**config.mk**
```make
export PLATFORM = sky130hd
export DESIGN_NAME = mesi_arbiter_flat
export DESIGN_NICKNAME = d
export VERILOG_FILES = /design/src/rtl/mesi_arbiter_if.sv /design/src/rtl/mesi_arbiter.sv /design/src/flat_wrapper.sv
export SDC_FILE = /design/constraint.sdc
export NUM_CORES = 1
export LEC_CHECK = 0
export ABC_AREA = 1
export CAP_MARGIN = 0
export CORE_MARGIN = 1
export CORE_UTILIZATION = 54
export CTS_CLUSTER_DIAMETER = 30
export DETAILED_ROUTE_END_ITERATION = 6
export GPL_TIMING_DRIVEN = 1
export PLACE_DENSITY_LB_ADDON = 0.05
export SETUP_SLACK_MARGIN = 0.1
export SYNTH_ARGS = -nofsm -noshare
export SYNTH_HDL_FRONTEND = slang
export SYNTH_SLANG_ARGS = --single-unit
export TNS_END_PERCENT = 5
```
**constraint.sdc**
```tcl
create_clock -name clk -period 2.35 [get_ports clk]
set_input_delay 0.47 -clock clk [delete_from_list [all_inputs] [get_ports clk]]
set_output_delay 0.47 -clock clk [all_outputs]
set_load 0.1 [all_outputs]
```
**src/rtl/mesi_arbiter_if.sv**
```systemverilog
// Bus-request / bus-grant bundle between the four cache controllers, the
// memory controller and the shared-bus arbiter.
interface mesi_arbiter_if;
    logic [3:0] Com_Bus_Req_proc;
    logic [3:0] Com_Bus_Req_snoop;
    logic       Mem_snoop_req;
    logic [3:0] Com_Bus_Gnt_proc;
    logic [3:0] Com_Bus_Gnt_snoop;
    logic       Mem_snoop_gnt;

    // Requesters drive requests and observe grants.
    modport master (
        output Com_Bus_Req_proc,
        output Com_Bus_Req_snoop,
        output Mem_snoop_req,
        input  Com_Bus_Gnt_proc,
        input  Com_Bus_Gnt_snoop,
        input  Mem_snoop_gnt
    );

    // The arbiter observes requests and drives grants.
    modport slave (
        input  Com_Bus_Req_proc,
        input  Com_Bus_Req_snoop,
        input  Mem_snoop_req,
        output Com_Bus_Gnt_proc,
        output Com_Bus_Gnt_snoop,
        output Mem_snoop_gnt
    );
endinterface

```
**src/rtl/mesi_arbiter.sv**
```systemverilog
// Shared-bus arbiter for the 4-core MESI subsystem.
// Classes in strict priority: memory snoop > core snoop responses > core
// processor requests. Non-preemptive: an owner keeps the bus while its
// request stays high. Round-robin inside each per-core class, using a
// last-granted pointer that only moves when that class gets a new owner.
// The grant vector is {mem, snoop[3:0], proc[3:0]}, always one-hot or zero,
// and is driven straight from flops so grants never glitch.
module mesi_arbiter (
    input  logic          clk,
    input  logic          rst,
    mesi_arbiter_if.slave bus
);

    logic [8:0] gnt_r;
    logic [8:0] gnt_s;
    logic [8:0] req_s;
    logic [1:0] snoop_ptr_r;
    logic [1:0] snoop_ptr_s;
    logic [1:0] proc_ptr_r;
    logic [1:0] proc_ptr_s;
    logic       owner_holds_s;
    logic [1:0] snoop_pick_s;
    logic [1:0] proc_pick_s;

    // Round-robin pick: the first set request at or after ptr+1, wrapping
    // 3->0. The loop walks from farthest (ptr itself) to nearest (ptr+1) so
    // the nearest set bit is the one left in the result.
    function automatic logic [1:0] rr_pick(input logic [3:0] req, input logic [1:0] ptr);
        logic [1:0] idx;
        logic [1:0] pick;
        pick = ptr;
        for (int k = 4; k >= 1; k--) begin
            idx = ptr + k[1:0];
            if (req[idx]) begin
                pick = idx;
            end else begin
                pick = pick;
            end
        end
        return pick;
    endfunction

    assign req_s         = {bus.Mem_snoop_req, bus.Com_Bus_Req_snoop, bus.Com_Bus_Req_proc};
    assign owner_holds_s = |(gnt_r & req_s);
    assign snoop_pick_s  = rr_pick(bus.Com_Bus_Req_snoop, snoop_ptr_r);
    assign proc_pick_s   = rr_pick(bus.Com_Bus_Req_proc, proc_ptr_r);

    // Next grant and pointer: hold the current owner, else pick a new winner.
    always_comb begin
        gnt_s       = 9'd0;
        snoop_ptr_s = snoop_ptr_r;
        proc_ptr_s  = proc_ptr_r;
        if (owner_holds_s) begin
            gnt_s = gnt_r;
        end else if (bus.Mem_snoop_req) begin
            gnt_s[8] = 1'b1;
        end else if (|bus.Com_Bus_Req_snoop) begin
            gnt_s[7:4]  = 4'b0001 << snoop_pick_s;
            snoop_ptr_s = snoop_pick_s;
        end else if (|bus.Com_Bus_Req_proc) begin
            gnt_s[3:0]  = 4'b0001 << proc_pick_s;
            proc_ptr_s  = proc_pick_s;
        end else begin
            gnt_s = 9'd0;
        end
    end

    // Grant and round-robin pointer registers; reset drops every grant at
    // once and points both classes at core 3 so core 0 is preferred first.
    always_ff @(posedge clk or negedge rst) begin
        if (!rst) begin
            gnt_r       <= 9'd0;
            snoop_ptr_r <= 2'd3;
            proc_ptr_r  <= 2'd3;
        end else begin
            gnt_r       <= gnt_s;
            snoop_ptr_r <= snoop_ptr_s;
            proc_ptr_r  <= proc_ptr_s;
        end
    end

    assign bus.Mem_snoop_gnt     = gnt_r[8];
    assign bus.Com_Bus_Gnt_snoop = gnt_r[7:4];
    assign bus.Com_Bus_Gnt_proc  = gnt_r[3:0];

endmodule

```
**src/flat_wrapper.sv**
```systemverilog
// flat-port wrapper written by rule: the top's interface ports become plain ports
module mesi_arbiter_flat 
  (clk, rst, bus_Com_Bus_Req_proc, bus_Com_Bus_Req_snoop, bus_Mem_snoop_req, bus_Com_Bus_Gnt_proc, bus_Com_Bus_Gnt_snoop, bus_Mem_snoop_gnt);
  mesi_arbiter_if bus_i ();
  input  logic clk;
  input  logic rst;
  input wire logic [$bits(bus_i.Com_Bus_Req_proc)-1:0] bus_Com_Bus_Req_proc;
  input wire logic [$bits(bus_i.Com_Bus_Req_snoop)-1:0] bus_Com_Bus_Req_snoop;
  input wire logic [$bits(bus_i.Mem_snoop_req)-1:0] bus_Mem_snoop_req;
  output wire logic [$bits(bus_i.Com_Bus_Gnt_proc)-1:0] bus_Com_Bus_Gnt_proc;
  output wire logic [$bits(bus_i.Com_Bus_Gnt_snoop)-1:0] bus_Com_Bus_Gnt_snoop;
  output wire logic [$bits(bus_i.Mem_snoop_gnt)-1:0] bus_Mem_snoop_gnt;
  assign bus_i.Com_Bus_Req_proc = bus_Com_Bus_Req_proc;
  assign bus_i.Com_Bus_Req_snoop = bus_Com_Bus_Req_snoop;
  assign bus_i.Mem_snoop_req = bus_Mem_snoop_req;
  assign bus_Com_Bus_Gnt_proc = bus_i.Com_Bus_Gnt_proc;
  assign bus_Com_Bus_Gnt_snoop = bus_i.Com_Bus_Gnt_snoop;
  assign bus_Mem_snoop_gnt = bus_i.Mem_snoop_gnt;
  mesi_arbiter u_core (.clk(clk), .rst(rst), .bus(bus_i));
endmodule
```
* Word-level counts from Yosys, hierarchy flattened
Cells that the tools add are included.
** Word-level totals
- Input bits :: 11
- Bits in registers :: 13
- Output and inout bits :: 9
** Operators by class
- Muxes and demuxes :: 23
- Reduce and logical (&&, ||, !) cells :: 5
- Bitwise logic cells :: 4
- Shift-type cells :: 2
- $lt $le $gt $ge :: 6
- Add/sub/neg operators :: 6
** Operator list (count)
- 2-bit by 3-bit < comparator with 1-bit output, second input constant :: 6
- 1-bit binary-select mux with 2-bit select :: 6
- 2-bit two-way mux :: 6
- 4-bit two-way mux :: 3
- 9-bit bitwise AND :: 1
- 9-bit OR reduction :: 1
- 2-bit adder, second input constant :: 4
- 8-bit two-way mux :: 1
- 4-bit OR reduction :: 2
- 1-bit by 2-bit << shifter with 4-bit output, first input constant :: 2
- 1-bit two-way mux :: 7
- 2-bit by 1-bit adder with 2-bit output, second input constant :: 2
- 4-bit AND reduction :: 1
- 1-bit NOT :: 3
- 3-bit AND reduction :: 1

* Longest topological paths before layout
- Word-level depth :: 10
- Mapped depth :: 12
- Gate-level depth less buffers :: 11

* Worst setup path before layout
OpenSTA, ideal clock, no wires.
- Kind :: register to register
- Start point :: register u_core.gnt_r[6]
- End point :: register u_core.gnt_r[8]
- Setup time :: 83 ps
- Buffers on the path :: 1
- Cell stages (with the launch flop) :: 8
- Arrival time :: 1643 ps
- Data required time :: 2267 ps
- Slack :: 625 ps
- Path through :: dfrtp_1 -> nand2_1 -> nand2_1 -> a21oi_1 -> nand2_1 -> buf_2 -> nand2_1 -> o21ai_0
** Between the ends
- Word-level cells in the longest chain between the ends :: 2
** Ends and longest elaborated chain
- from (decl) :: RTL line mesi_arbiter.sv:14 : logic [8:0] gnt_r;
- from (signal assigned) :: RTL line mesi_arbiter.sv:76 : gnt_r <= gnt_s;
- 9-bit bitwise AND :: RTL line mesi_arbiter.sv:44 : assign owner_holds_s = |(gnt_r & req_s);
- 9-bit OR reduction :: RTL line mesi_arbiter.sv:44
No other way between the ends.
A chain may end at the register's enable or synchronous reset.

* Worst setup path after layout
- Start point :: input port bus_Com_Bus_Req_snoop[2]
- End point :: register u_core.gnt_r[5]
** Between the ends
- Word-level cells in the longest chain between the ends :: 8
- Elaborated cells between the ends (all ways) :: 15
- Classes of those cells :: shift (1); mux (11); bitwise (1); reduce/logical (2)
** Ends and longest elaborated chain
- from (decl) :: RTL line flat_wrapper.sv:8 : input wire logic [$bits(bus_i.Com_Bus_Req_snoop)-1:0] bus_Com_Bus_Req_snoop;
- 1-bit binary-select mux with 2-bit select :: RTL line mesi_arbiter.sv:34 : if (req[idx]) begin
- 1-bit two-way mux (not written as such) :: RTL line mesi_arbiter.sv:34
- 2-bit two-way mux (3 in series) :: RTL line mesi_arbiter.sv:34
- 1-bit by 2-bit << shifter with 4-bit output :: RTL line mesi_arbiter.sv:58 : gnt_s[7:4] = 4'b0001 << snoop_pick_s;
- 4-bit two-way mux :: RTL line mesi_arbiter.sv:57 : end else if (|bus.Com_Bus_Req_snoop) begin
- 8-bit two-way mux :: RTL line mesi_arbiter.sv:55 : end else if (bus.Mem_snoop_req) begin
Several ways; a longest one is shown, not always the timed one. The select of a mux whose other input is x is not followed.

==> results.md <==
- Outcome: finished, final reports clean
- Avg Cell Area, Syn: 6.135 sq um
- Critical path class: in2reg
- Max-cap viol count: 0
- Final core utilization: 70.11%
- Die Area: 0.002064 sq mm
- Top-level I/O count: 20
- Sequential-to-total area share from yosys stat: 32.43%
- Initial DRC Count: 22
- Total track usage: 25.92%
- Initial antenna violation count: 0
- Worst EP arrival: 1930 ps
- Yosys top cell by area: nand2_1
- CTS HTree Levels: 1
- Biggest cell delay along the critical path: 510 ps
- Area after DPL: 0.001197 sq mm
- Distinct cells, synth: 20
- Pwr Total: 1.708 mW
- CP dominant cell by count: nand2_1
- Sink Count: 13
- Total iterations of the first detailed-routing run: 4
- Async SR Flop Fraction: 100.0%
- CP required: 2560 ps
- RSZ-0062 raised after global routing: false
- Final period utilization: 73.29%
- Clk root buf: clkbuf_4
- Most used DFF post-synth: dfrtp_1
- First-pass GRT wire length: 3912 um
- Clock Skews: 2.047 ps
- Hold_buf cts: 0
- Share of layout cells above drive strength 1: 16.58%
- Largest net degree at the start of global routing: 14
- Final nets: 199
- Die height: 45.43 um
- Max Clock Freq: 580.6 MHz
- Min Hold Slack: 518.7 ps
- Count of inserted antenna diode cells: 0
- Post-Syn Area: 0.001018 sq mm
- Clk_lat worst skew: 270 ps
- Maximum VDD drop: 0.8437 mV
- Number of synthesized flops with an enable pin: 0
- Area contributors post-synth: nand2_1 (32%), dfrtp_1 (22%), dfstp_2 (10%), nand3_1 (6.9%), inv_1 (5.5%)
- Hold Violations, Final: 0
- Synthesis-to-finish area growth: 20.15%
- Number of global-route vias before repair: 968
- Final setup TNS: 0 ps
- Max_slew headroom: 62.01%
- Final instance area: 0.001224 sq mm
- Post-CTS resize count: 0
- CTS Buf Count: 3
- Most frequent cell after synthesis: nand2_1
- Pwr per Cell Area: 1396 mW/mm^2
- Post-CTS Setup Bufs: 0
- Critical Path End Type: flip-flop
- Core ar.: 0.001745 sq mm
- Routed vias/inst: 5.099
- Slowest CP cell: clkdlybuf4s50_1
- Mapped Nets: 177
- Vias: 1081
- Ys Warns: 0
- Post-Route WL: 2402 um
- Final setup violation count: 0
- Total grt overflow: 0
- Final worst path period need: 1722 ps
- Antenna Nets Post-Route: 0
- Yosys reg bits: 13
- Hold WC Path Type: reg2reg
- # DRC: 0
- PortBufs: 19
- CP Launch Type: primary input
- HPWL after DPL: 1930 um
- Cell row count: 15
- Max-slew violation count: 0
- Top post-synthesis cells by count: nand2_1 (88), inv_1 (15), nand3_1 (14)
- Clk buf depth: 2
- Routed length per instance: 11.33 um
- Critical-path cell list: clkdlybuf4s50_1 -> nand2_1 -> nand2_1 -> a21oi_1 -> nand4_1 -> inv_1 -> nand4_1 -> nand2_1
- Leakage power: 0.7153 nW
- Synth top area share: 32.43%
- Worst slew pin tran: 568.1 ps
- GPL Wtd Cong: 0.8747
- Post-synthesis cell count: 166
- Initial Util: 58.35%
- Crit Path Max Fanout: 5
- Die width: 45.43 um
- Clock transition at path regs: 80 ps
- TritonCTS clock tree: yes
[power breakdown]
part           total [mW]  switching, mW  internal [mW]  leakage, nW
Sequential          0.419          0.102          0.317        0.164
Combinational        1.15          0.821          0.333        0.536
Clock               0.136         0.0699         0.0656       0.0150
[worst max-delay path, delay by kind of cell]
family,cells,cell delay (ps)
AO/OA/AOI/OAI,1,160
AND/OR/NAND/NOR,5,610
buffers and inverters,2,700
[metal layers]
layer  global-route usage (%)  vias to the layer above  routed length (um)
met5                        0                        -                   0
li1                         -                      558                   -
met4                    13.94                        0                  21
met1                    36.55                      482                1137
met2                    39.71                       39                1111
met3                    1.587                        2                 131
[cells in the final DEF (no fill, tap or decap)]
master / instances
a21oi_1: 2
buf_4: 10
clkbuf_1: 1
clkbuf_4: 3
clkdlybuf4s50_1: 10
dfrtp_1: 9
dfstp_2: 4
inv_1: 15
inv_2: 1
inv_4: 1
inv_6: 1
nand2_1: 88
nand2_2: 6
nand3_1: 14
nand3_2: 2
nand4_1: 6
nor2_1: 5
nor2_2: 1
nor3_4: 1
o21ai_0: 4
o21ai_1: 2
o21ai_2: 1
[state kept, by name, indices dropped and copies added (netlist names)]
signal,count
u_core.proc_ptr_r,2
u_core.snoop_ptr_r,2
u_core.gnt_r,9
[path summary, 6_finish.rpt]
kind	start	endpoint	slack, ps	depth (start not counted)
min in group asynchronous	rst	u_core.gnt_r[8]$_DFFE_PN0N_	560	1
max reg2reg	u_core.proc_ptr_r[0]$_DFFE_PN1P_	u_core.gnt_r[2]$_DFFE_PN0N_	750	11
min	u_core.gnt_r[8]$_DFFE_PN0N_	u_core.gnt_r[8]$_DFFE_PN0N_	520	2
max	bus_Com_Bus_Req_snoop[2]	u_core.gnt_r[5]$_DFFE_PN0N_	630	8
min reg2reg	u_core.gnt_r[8]$_DFFE_PN0N_	u_core.gnt_r[8]$_DFFE_PN0N_	520	2
max in group asynchronous	rst	u_core.proc_ptr_r[0]$_DFFE_PN1P_	1420	1
[kinds of logic after synthesis]
group	Yosys count	synth area share [%]
AND/OR/NAND/NOR	123	52.71
buffers and inverters	21	10.07
flip-flops	13	32.43
AO/OA/AOI/OAI	9	4.791
[area by class of cell]
class	count	area [sq um]
multi-input combinational	132	585.6
inverter	18	75.07
fill	158	521.8
tap	25	31.28
timing repair buffer	20	175.2
clock buffer	4	26.28
sequential	13	330.3
[through the flow]
step,setup WS (ps),instances
floorplan,624.7,166
global placement,414.1,208
detailed placement,377.8,208
CTS,654.2,212
global route,511.7,212
finish,627.6,212
Note: power is estimated with default switching activity, not from simulation.
